File: src/rtl/pc_sequencer.sv
// pc_sequencer: PC control FSM (start/fetch/exec/load/halt), optional fetch-timeout FAULT state under PC_SEQ_TIMEOUT_EN
module pc_sequencer #(
  parameter int unsigned TIMEOUT_CYCLES = 16
) (
  input  logic clock,
  input  logic notReset,
  input  logic memReady,
  input  logic stall,
  input  logic execDone,
  input  logic jump,
  input  logic halt,
  output logic pcNotReset,
  output logic pcNotLoad,
  output logic pcInc,
  output logic pcNotOE,
  output logic memRead,
  output logic irLoad,
  output logic execStart,
  output logic halted,
  output logic fault
);
`ifdef PC_SEQ_TIMEOUT_EN
  typedef enum logic [2:0] {START, FETCH, EXEC, LOAD, HALTED, FAULT} state_t;
`else
  typedef enum logic [2:0] {START, FETCH, EXEC, LOAD, HALTED} state_t;
`endif
  state_t state;
  logic fetch_go;
  logic capture;
  assign fetch_go = state == FETCH && !stall;
  assign capture = fetch_go && memReady;
`ifdef PC_SEQ_TIMEOUT_EN
  logic [7:0] wait_cnt;
  logic timeout;
  assign timeout = fetch_go && !memReady && wait_cnt == 8'(TIMEOUT_CYCLES - 1);
  always_ff @(posedge clock or negedge notReset)
    if (!notReset) wait_cnt <= '0;
    else wait_cnt <= (fetch_go && !memReady) ? wait_cnt + 8'd1 : 8'd0;
  assign fault = state == FAULT;
`else
  logic unused_timeout;
  assign unused_timeout = ^8'(TIMEOUT_CYCLES);
  assign fault = 1'b0;
`endif
  always_ff @(posedge clock or negedge notReset)
    if (!notReset) state <= START;
    else
      case (state)
        START:   state <= FETCH;
`ifdef PC_SEQ_TIMEOUT_EN
        FETCH:   state <= capture ? EXEC : timeout ? FAULT : FETCH;
`else
        FETCH:   state <= capture ? EXEC : FETCH;
`endif
        EXEC:    state <= !execDone ? EXEC : halt ? HALTED : jump ? LOAD : FETCH;
        LOAD:    state <= FETCH;
        default: state <= state;
      endcase
  assign pcNotReset = state != START;
  assign pcNotLoad = state != LOAD;
  assign pcInc = capture;
  assign pcNotOE = !fetch_go;
  assign memRead = fetch_go;
  assign irLoad = capture;
  assign execStart = state == EXEC;
  assign halted = state == HALTED;
endmodule

File: config.mk
export PLATFORM = sky130hd
export DESIGN_NAME = pc_sequencer
export DESIGN_NICKNAME = d
export VERILOG_FILES = /design/src/rtl/pc_sequencer.sv
export SDC_FILE = /design/constraint.sdc
export NUM_CORES = 1
export LEC_CHECK = 0
export ABC_AREA = 1
export BUFFER_PORTS_ARGS = -buffer_cell sky130_fd_sc_hd__buf_2
export CAP_MARGIN = 5
export CORE_AREA = 10 10 47 49
export CTS_BUF_LIST = sky130_fd_sc_hd__clkbuf_4
export CTS_CLUSTER_DIAMETER = 100
export DETAILED_ROUTE_END_ITERATION = 6
export DIE_AREA = 0 0 57 59
export HOLD_SLACK_MARGIN = 0.02
export MAX_ROUTING_LAYER = met4
export SETUP_SLACK_MARGIN = 0.3
export SKIP_LAST_GASP = 1
export SYNTH_ARGS = -nofsm -noshare
export SYNTH_HDL_FRONTEND = slang
export SYNTH_SLANG_ARGS = --single-unit
File: constraint.sdc
create_clock -name clock -period 1.8 [get_ports clock]
set_clock_uncertainty 0.15 [all_clocks]
set_input_delay 0.18 -clock clock [delete_from_list [all_inputs] [get_ports clock]]
set_output_delay 0.18 -clock clock [all_outputs]
set_load 0.01 [all_outputs]
==> results of run 1 <==
worst max-delay path: stages, from the launching register on:
cell	delay, ns
dfrtp_1	0.40
inv_2	0.13
nand3_2	0.12
inv_1	0.06
buf_2	0.12
cell families after synthesis:
| group | share of synthesized area |
|---|---|
| and+or+nand+nor | 0.351 |
| AOI/OAI and AO/OA | 0.146 |
| buffers and inverters | 0.162 |
| DFF | 0.324 |
| other | 0.0162 |
metrics by stage:
step	area (um2)	cells
floorplan	231	34
global placement	307	62
detailed placement	307	62
CTS	349	67
global route	365	68
finish	365	68
cell usage in the layout (no fill, tap or decap), types with 2 or more instances in the layout:
master	netlist	final
nand3_2	2	2
inv_1	4	3
inv_2	2	3
dfrtp_1	3	2
nor2_1	6	4
buf_2	0	14
clkbuf_4	0	4
nand2_1	6	6
timing repair:
action | 4_1_cts | 5_1_grt
hold endpoints to repair | 3 | 0
pin swaps | 0 | 1
buffers inserted | 0 | 1
setup endpoints to repair | 2 | 3
cloned | 0 | 0
hold buffers | 1 | 0
gates resized for setup | 1 | 4
area by class of cell:
type / instances / area [um2]
inverters: 6 / 22.5
fillers: 169 / 1040
repair buffers: 16 / 87.6
clock buffers: 4 / 30.0
well taps: 16 / 20.0
multi-input cells: 23 / 129
flip-flops and latches: 3 / 76.3
worst paths after layout:
check	start	endpoint	slack [ns]	cells after the start
setup / recovery	state[2]	execStart	0.39	4
hold / removal	halt	state[2]	0.05	3
setup reg to reg	state[0]	state[0]	0.60	6
hold reg to reg	state[2]	state[1]	0.43	2
max in group asynchronous	notReset	state[1]	1.26	2
min in group asynchronous	notReset	state[0]	0.13	2
power by group through the flow:
stage	clock network (mW)	registers, mW	logic [mW]
global placement	0	0.0714	0.0143
finish	0.134	0.0706	0.0171
CTS	0.142	0.0706	0.0165
floorplan	0	0.0712	0.00743
detailed placement	0	0.0714	0.0144
global route	0.155	0.0707	0.0194
per-layer routing:
metal | routed length [um] | vias to the layer above | track usage
li1 | - | 138 | -
met1 | 289 | 125 | 0.0440
met2 | 327 | 12 | 0.0605
met3 | 53 | 0 | 0.0451
met4 | 0 | 0 | 0.0201
met5 | 0 | - | -
==> flow_summary.yaml, run 1 <==
routing:
  detailedRoute.firstPassIterationCount: 4
  route.antenna.remaining_nets: 0
  viasPerCell: 4.04
  wl_per_cell_um: 9.85
  drt_wl_total_um: 670
  drt-initial-drc-count: 3
  dr_total_vias: 275
  drt_drc_violations_left: 0
grt:
  grt_pass1_vias: 268
  globalRouteTotalUtil: 0.0458
  grt_first_pass_wirelength_mm: 1.10
  overflow: 0
  pin_count_of_the_biggest_net_entering_global_routing: 8
  antenna_violations_before_repair: 0
finish:
  area_growth_syn_to_layout_pct: 57.8
  largest_register_by_flop_count: "state"
  largest_register_ffs: 3
  final_layout_size_suffix_gt1_frac: 0.558
  finish.utilization: 0.261
  top_regs: "state: 3 flops"
  antenna-diode-count: 0
  finalNetCount: 60
sta:
  fin_hold_ws_ns: 0.0472
  timing_max_transition_violations_final: 0
  final_worst_path_setup_slack_ns: 0.389
  achievable-frequency_ghz: 0.709
  final_period_minus_worst_setup_slack_ns: 1.41
  hold_viol_final: 0
  fin_setup_tns_ns: 0
  setup_violations: 0
  layout_worst_path_cycle_share: 0.784
  rsz_0062_raised_after_global_routing: "yes"
floorplan:
  pin_count: 16
  core_rows: 14
  die_width_um: 57
  floorplan.core_area_mm2: 0.00140
  initial_utilization: 0.165
  die_h_um: 59
  fp.dieArea_mm2: 0.00336
worst_setup_path:
  critical_path_arrival_ns: 1.08
  crit_path_end_kind: "output port"
  worst-setup-path-type: "flop to output port"
  worstSetupStartpointType: "flop"
  worst-endpoint-required_ns: 1.47
  timing.critical_path.fanout_max: 7
placed_design:
  portBuffers: 14
  hpwl_um: 537
  routabilityCongestion: 0.702
  place_worst_setup_slack_ns: 0.549
pwr:
  p_clk_frac: 0.605
  internal_power_of_the_cells_mw: 0.176
  power.static_leakage_nw: 0.208
  design_power_total_mw: 0.222
  netSwitchingFraction: 0.209
  combinationalPowerShare: 0.077
  p_sw_mw: 0.0464
  power.sequential.fraction: 0.318
  pwrdens_mw_per_mm2: 608
  ir_drop_worst_vdd_uv: 440
yosys:
  mappedNetlistArea_um2: 231
  syn_avg_cell_area_um2: 6.81
  cells_after_synthesis: 34
  postSynth.asyncResetShare: 1.00
  mapped_nets: 41
  number_of_flops_mapped_to_enable_cells_by_yosys: 0
  synth_common_cells: "nand2_1 (6), nor2_1 (6), inv_1 (4), dfrtp_1 (3)"
  register_area_share_after_synthesis: 0.324
  synth.lib_cells_used.distinct: 16
  most_used_flip_flop_cell_after_synthesis: "dfrtp_1"
  synth_top_cell_by_area: "dfrtp_1"
  total_of_flip_flops_plus_latches_after_synthesis: 3
  synth_warnings: 0
  ys_top_cells_by_area: "dfrtp_1 (32%), nand2_1 (9.7%), nor2_1 (9.7%)"
  post-synth-top-area-fraction: 0.324
clock_tree:
  cts_buffer_count: 3
  tritoncts: "done"
  clkSlewWorstSetupHoldPaths_ns: 0.04
  clkLatencyLatePin_ns: 0.23
  root_buffer: "clkbuf_4"
  number_of_sinks_driven_by_the_clock_tree: 3
  cts_max_path_buffers: 2
  cts_htree_levels: 1
run_status:
  outcome: "completed"
hold_path:
  holdCritPathClass: "primary input to flop"
run:
  max_cap_viol_count: 0
No activity file was read; power rests on OpenSTA's default activity.
==> inputs of run 2 (changes only) <==
--- a/config.mk
+++ b/config.mk
@@ -5,7 +5,7 @@
 export SDC_FILE = /design/constraint.sdc
 export NUM_CORES = 1
 export LEC_CHECK = 0
-export ABC_AREA = 1
+export ABC_AREA = 0
 export BUFFER_PORTS_ARGS = -buffer_cell sky130_fd_sc_hd__buf_2
 export CAP_MARGIN = 5
 export CORE_AREA = 10 10 47 49
==> constraint.sdc (replaced) <==
create_clock -name clock -period 1.4 [get_ports clock]
set_clock_uncertainty 0.15 [all_clocks]
set_input_delay 0.14 -clock clock [delete_from_list [all_inputs] [get_ports clock]]
set_output_delay 0.14 -clock clock [all_outputs]
set_load 0.01 [all_outputs]
==> run 2 against run 1 <==
Largest power group is now combinational logic. The run now ends with setup timing left. Worst hold slack better by 0.047 ns. Highest routed layer is now met4. Non-clock buffer count up 11. Sequential share of layout area down 4.8 points. Register-to-register slack worse by 0.61 ns. First-iteration DRC count unchanged. Global-route usage up 1.1 points. Largest cell class is now non-clock buffers. Total power rose to 4.1 times the previous value. Critical path depth down 1. Sequential power rose to 2.6 times the previous value. Sequential cell count unchanged. Utilization up 8.9 points. Clock power up 25%.
==> flow_summary.yaml, run 2 <==
routing:
  detailedRoute.firstPassIterationCount: 3
  viasPerCell: 4.01
  met2_length_um: 391
  drt_drc_violations_left: 0
  dr_total_vias: 269
  topRoutingLayerUsed: "met4"
  wl_per_cell_um: 12.0
  route.antenna.remaining_nets: 0
  dr_wl_met3_um: 73
  drt-initial-drc-count: 3
  drt_wl_total_um: 802
  wirelength_met1_um: 315
grt:
  grt_first_pass_wirelength_mm: 1.35
  pin_count_of_the_biggest_net_entering_global_routing: 7
  globalRouteTotalUtil: 0.0569
  grt_pass1_vias: 320
  overflow: 0
  antenna_violations_before_repair: 0
finish:
  layout_common_cells: "buf_2 (9), buf_6 (7), buf_4 (7)"
  largest_register_by_flop_count: "state"
  final_layout_size_suffix_gt1_frac: 0.725
  top_regs: "state: 3 flops"
  area_growth_syn_to_layout_pct: 118
  finalNetCount: 59
  finish.utilization: 0.350
  antenna-diode-count: 0
  leading_cell_type_in_the_layout_fill_and_taps_excluded: "buf_2"
  largest_register_ffs: 3
worst_setup_path:
  crit-reg2reg-launch: "state[1]"
  crit_path_end_kind: "output port"
  rr_endpoint: "state[2]"
  timing.critical_path.slowest_cell_delay_ns: 0.42
  critical_path_arrival_ns: 1.27
  crit_slowest_cell: "dfrtp_2"
  worst-endpoint-required_ns: 1.11
  rrSetupSlack_ns: -0.01
  cp_cell_instances: "buf_4 -> or3_4 -> buf_6"
  timing.reg2reg.worst_path_depth: 5
  worst-setup-path-type: "flop to output port"
  worstSetupStartpointType: "flop"
  timing.critical_path.fanout_max: 2
floorplan:
  pin_count: 16
  die_h_um: 59
  fp.dieArea_mm2: 0.00336
  initial_utilization: 0.161
  die_width_um: 57
  core_rows: 14
  floorplan.core_area_mm2: 0.00140
pwr:
  ir_drop_worst_vdd_uv: 476
  power.static_leakage_nw: 0.240
  pwrdens_mw_per_mm2: 1860
yosys:
  post-synth-top-area-fraction: 0.333
  synth.lib_cells_used.distinct: 17
  postSynth.asyncResetShare: 1.00
  most_used_flip_flop_cell_after_synthesis: "dfrtp_1"
  mappedNetlistArea_um2: 225
  synth_common_cells: "dfrtp_1 (3), nor2_1 (3), buf_4 (2), inv_1 (2)"
  synth_top_cell_by_area: "dfrtp_1"
  number_of_flops_mapped_to_enable_cells_by_yosys: 0
  ys_top_cells_by_area: "dfrtp_1 (33%), nor4b_4 (11%), buf_4 (6.7%)"
  register_area_share_after_synthesis: 0.333
  total_of_flip_flops_plus_latches_after_synthesis: 3
  synth_warnings: 0
  mapped_nets: 30
  cells_after_synthesis: 23
  syn_avg_cell_area_um2: 9.79
placed_design:
  portBuffers: 14
  place_worst_setup_slack_ns: 0.0478
  routabilityCongestion: 0.652
sta:
  hold_viol_final: 0
  timing_max_transition_violations_final: 0
  final_period_minus_worst_setup_slack_ns: 1.56
  fin_hold_ws_ns: 0.0946
  setup_violations: 10
  achievable-frequency_ghz: 0.639
  layout_worst_path_cycle_share: 1.12
  fin_setup_tns_ns: -0.836
  rsz_0062_raised_after_global_routing: "yes"
  final_worst_path_setup_slack_ns: -0.164
clock_tree:
  number_of_sinks_driven_by_the_clock_tree: 3
  cts_buffer_count: 3
  cts_max_path_buffers: 2
  tritoncts: "done"
  clkLatencyLatePin_ns: 0.23
  root_buffer: "clkbuf_4"
  clkSlewWorstSetupHoldPaths_ns: 0.03
  cts_htree_levels: 1
run:
  max_cap_viol_count: 0
hold_path:
  holdCritPathClass: "primary input to asynchronous set/reset pin"
run_status:
  outcome: "complete, but fails checks"
  failed_checks: "setup timing"
-- run 2: cell types whose count changed in the layout (fill, tap and decap cells not counted), moves of 2 or more --
cell,change
dfrtp_1,-2
buf_4,+6
nand2_1,-6
inv_1,-2
buf_6,+7
nand3_2,-2
buf_2,-5
dfrtp_2,+2
inv_2,-2
dlygate4sd3_1,+3
-- run 2: timing repair --
item	in CTS	in global routing
endpoints found under the hold margin	4	0
setup endpoints to repair	11	11
pin swaps	3	4
setup buffers	6	1
cloned	0	0
hold buffers	4	0
resized for setup	9	4
-- run 2: stage by stage --
stage	instances	total power, mW	area [um2]
floorplan	23	0.409	239
global placement	52	0.501	312
detailed placement	52	0.509	312
CTS	66	0.864	460
global route	67	0.982	490
finish	67	0.910	490
-- run 2: kinds of logic after synthesis --
logic type / synth area share
compound gates: 0.139
other cells: 0.0167
buf+inv: 0.122
flops: 0.333
simple gates: 0.389
-- run 2: critical path: cells and delay by family, from the launching register on --
family	cells	cell delay, ns
DFF	1	0.42
buffers and inverters	2	0.27
and+or+nand+nor	1	0.36
-- run 2: worst max path at each step --
stage	from	endpoint	slack [ns]	depth (start not counted)
3_5_place_dp	state[1]	pcInc	0.05	3
5_1_grt	state[1]	irLoad	-0.20	3
2_1_floorplan	state[2]	pcInc	-0.03	4
4_1_cts	state[1]	pcInc	-0.16	3
6_report	state[1]	pcNotReset	-0.16	3
3_3_place_gp	state[1]	irLoad	0.04	3
-- run 2: power by group --
part	total [mW]	switching [mW]	internal [mW]
combinational	0.558	0.210	0.348
sequential	0.184	0.0528	0.131
clock	0.168	0.0422	0.126
total	0.910	0.305	0.605
-- run 2: final cells by class --
cell class,instances,area (um2)
Clock buffer,4,30.0
Fill cell,149,911
Inverter,2,7.51
Multi-Input combinational cell,15,138
Sequential cell,3,78.8
Tap cell,16,20.0
Timing Repair Buffer,27,216
-- run 2: routing by layer --
metal	up-vias	track usage
met5	-	-
met4	0	0.0805
met3	2	0.0279
met2	12	0.0744
met1	124	0.0511
li1	131	-
==> inputs of run 3 (changes only) <==
--- a/config.mk
+++ b/config.mk
@@ -5,7 +5,7 @@
 export SDC_FILE = /design/constraint.sdc
 export NUM_CORES = 1
 export LEC_CHECK = 0
-export ABC_AREA = 0
+export ABC_AREA = 1
 export BUFFER_PORTS_ARGS = -buffer_cell sky130_fd_sc_hd__buf_2
 export CAP_MARGIN = 5
 export CORE_AREA = 10 10 47 49
@@ -15,7 +15,8 @@
 export DIE_AREA = 0 0 57 59
 export HOLD_SLACK_MARGIN = 0.02
 export MAX_ROUTING_LAYER = met4
-export SETUP_SLACK_MARGIN = 0.3
+export PLACE_DENSITY_LB_ADDON = 0.25
+export SETUP_SLACK_MARGIN = 0.4
 export SKIP_LAST_GASP = 1
 export SYNTH_ARGS = -nofsm -noshare
 export SYNTH_HDL_FRONTEND = slang
==> run 3 against run 2 <==
The flow now finishes without violations. Combinational power down 95%. First-iteration DRC count increased by 33%. Clock-buffer cell count stayed put. Via count increased by 5.2%. Utilization is 4.1 points lower. Sequential cell count did not move. Final area shrank 12%. Non-clock buffer count shrank 8. Fmax increased by 13%. Largest cell class unchanged.
==> flow_summary.yaml, run 3 (synthesis gave the netlist of run 1 again) <==
sta:
  final_period_minus_worst_setup_slack_ns: 1.38
  timing_max_transition_violations_final: 0
  rsz_0062_raised_after_global_routing: "yes"
  hold_viol_final: 0
  layout_worst_path_cycle_share: 0.985
  achievable-frequency_ghz: 0.725
  setup_violations: 0
worst_setup_path:
  timing.critical_path.fanout_max: 7
  crit_path_end_kind: "output port"
  critical_path_arrival_ns: 1.09
  worst-setup-path-type: "flop to output port"
  worstSetupStartpointType: "flop"
  worst-endpoint-required_ns: 1.11
clock_tree:
  tritoncts: "done"
  clkLatencyLatePin_ns: 0.23
  cts_buffer_count: 3
  cts_max_path_buffers: 2
  clkSlewWorstSetupHoldPaths_ns: 0.04
  root_buffer: "clkbuf_4"
  cts_htree_levels: 1
  number_of_sinks_driven_by_the_clock_tree: 3
finish:
  largest_register_by_flop_count: "state"
  seq_cell_area_um2: 76.3
  finalNetCount: 63
  antenna-diode-count: 0
  largest_register_ffs: 3
  layout_common_cells: "buf_2 (9), buf_6 (6), inv_2 (4), nand2_1 (4), clkbuf_4 (4)"
  top_regs: "state: 3 flops"
  fillers: 161
  finish.utilization: 0.309
  area_growth_syn_to_layout_pct: 87.0
  multi_input_comb_area_um2: 136
  leading_cell_type_in_the_layout_fill_and_taps_excluded: "buf_2"
  final_layout_size_suffix_gt1_frac: 0.636
grt:
  grt_first_pass_wirelength_mm: 1.09
  overflow: 0
  antenna_violations_before_repair: 0
  globalRouteTotalUtil: 0.0464
  grt_pass1_vias: 265
  pin_count_of_the_biggest_net_entering_global_routing: 8
run:
  max_cap_viol_count: 0
placed_design:
  hpwl_um: 560
  portBuffers: 14
  routabilityCongestion: 0.637
routing:
  route.antenna.remaining_nets: 0
  detailedRoute.firstPassIterationCount: 2
  wl_per_cell_um: 10.0
  dr_total_vias: 283
  drt_wl_total_um: 713
  viasPerCell: 3.99
  drt_drc_violations_left: 0
  drt-initial-drc-count: 4
floorplan:
  fp.dieArea_mm2: 0.00336
  die_h_um: 59
  core_rows: 14
  pin_count: 16
  die_width_um: 57
  initial_utilization: 0.165
  floorplan.core_area_mm2: 0.00140
pwr:
  design_power_total_mw: 0.293
  power.static_leakage_nw: 0.230
  pwrdens_mw_per_mm2: 677
  ir_drop_worst_vdd_uv: 238
hold_path:
  holdCritPathClass: "primary input to flop"
run_status:
  outcome: "completed"
==> run 3: final cells by class <==
class,count,share of cell area
tap,16,0.0462
clock buffer,4,0.0694
sequential,3,0.176
multi-input combinational,23,0.315
timing repair buffer,19,0.341
inverter,6,0.0520
==> run 3: path summary, 6_finish.rpt <==
check	from	depth (start not counted)	end	slack (ns)
max	state[1]	4	irLoad	0.02
min	execDone	3	state[2]	0.03
max reg2reg	state[1]	5	state[0]	0.19
min reg2reg	state[2]	2	state[1]	0.41
max in group asynchronous	notReset	2	state[1]	0.90
min in group asynchronous	notReset	2	state[0]	0.09
==> run 3: worst max-delay path: stages (launching register included) <==
cell     delay (ns)
dfrtp_2        0.46
nor2_4         0.14
nand3_2        0.08
inv_2          0.08
buf_6          0.10
==> run 3: report_power, final <==
group / switching, mW / internal [mW] / total, mW
sequential: 0.00154 / 0.0886 / 0.0902
clock: 0.0481 / 0.126 / 0.174
combinational: 0.0134 / 0.0153 / 0.0286
==> run 3: metal layers <==
| metal | vias to the layer above | part of all wire | track usage |
|---|---|---|---|
| met5 | - | 0 | - |
| met4 | 0 | 0.015 | 0.0705 |
| li1 | 144 | - | - |
| met3 | 2 | 0.087 | 0.0236 |
| met2 | 13 | 0.47 | 0.0543 |
| met1 | 124 | 0.43 | 0.0444 |
==> run 3: metrics by stage <==
step	worst slack [ns]	instance area, um2	TNS, ns	hold WS (ns)	std cells
6_report	0.0206	433	0	0.0291	71
2_1_floorplan	0.256	234	0	-0.306	34
3_3_place_gp	0.208	309	0	-0.211	62
5_1_grt	-0.0413	433	-0.0965	0.0415	71
3_5_place_dp	0.191	309	0	-0.213	62
4_1_cts	0.0132	427	0	0.0254	71
==> run 3: repair_timing <==
item | CTS | global route
pin swaps | 0 | 1
setup endpoints to repair | 10 | 11
hold buffers | 2 | 0
hold endpoints to repair | 4 | 0
buffers inserted | 3 | 0
gates resized for setup | 11 | 1
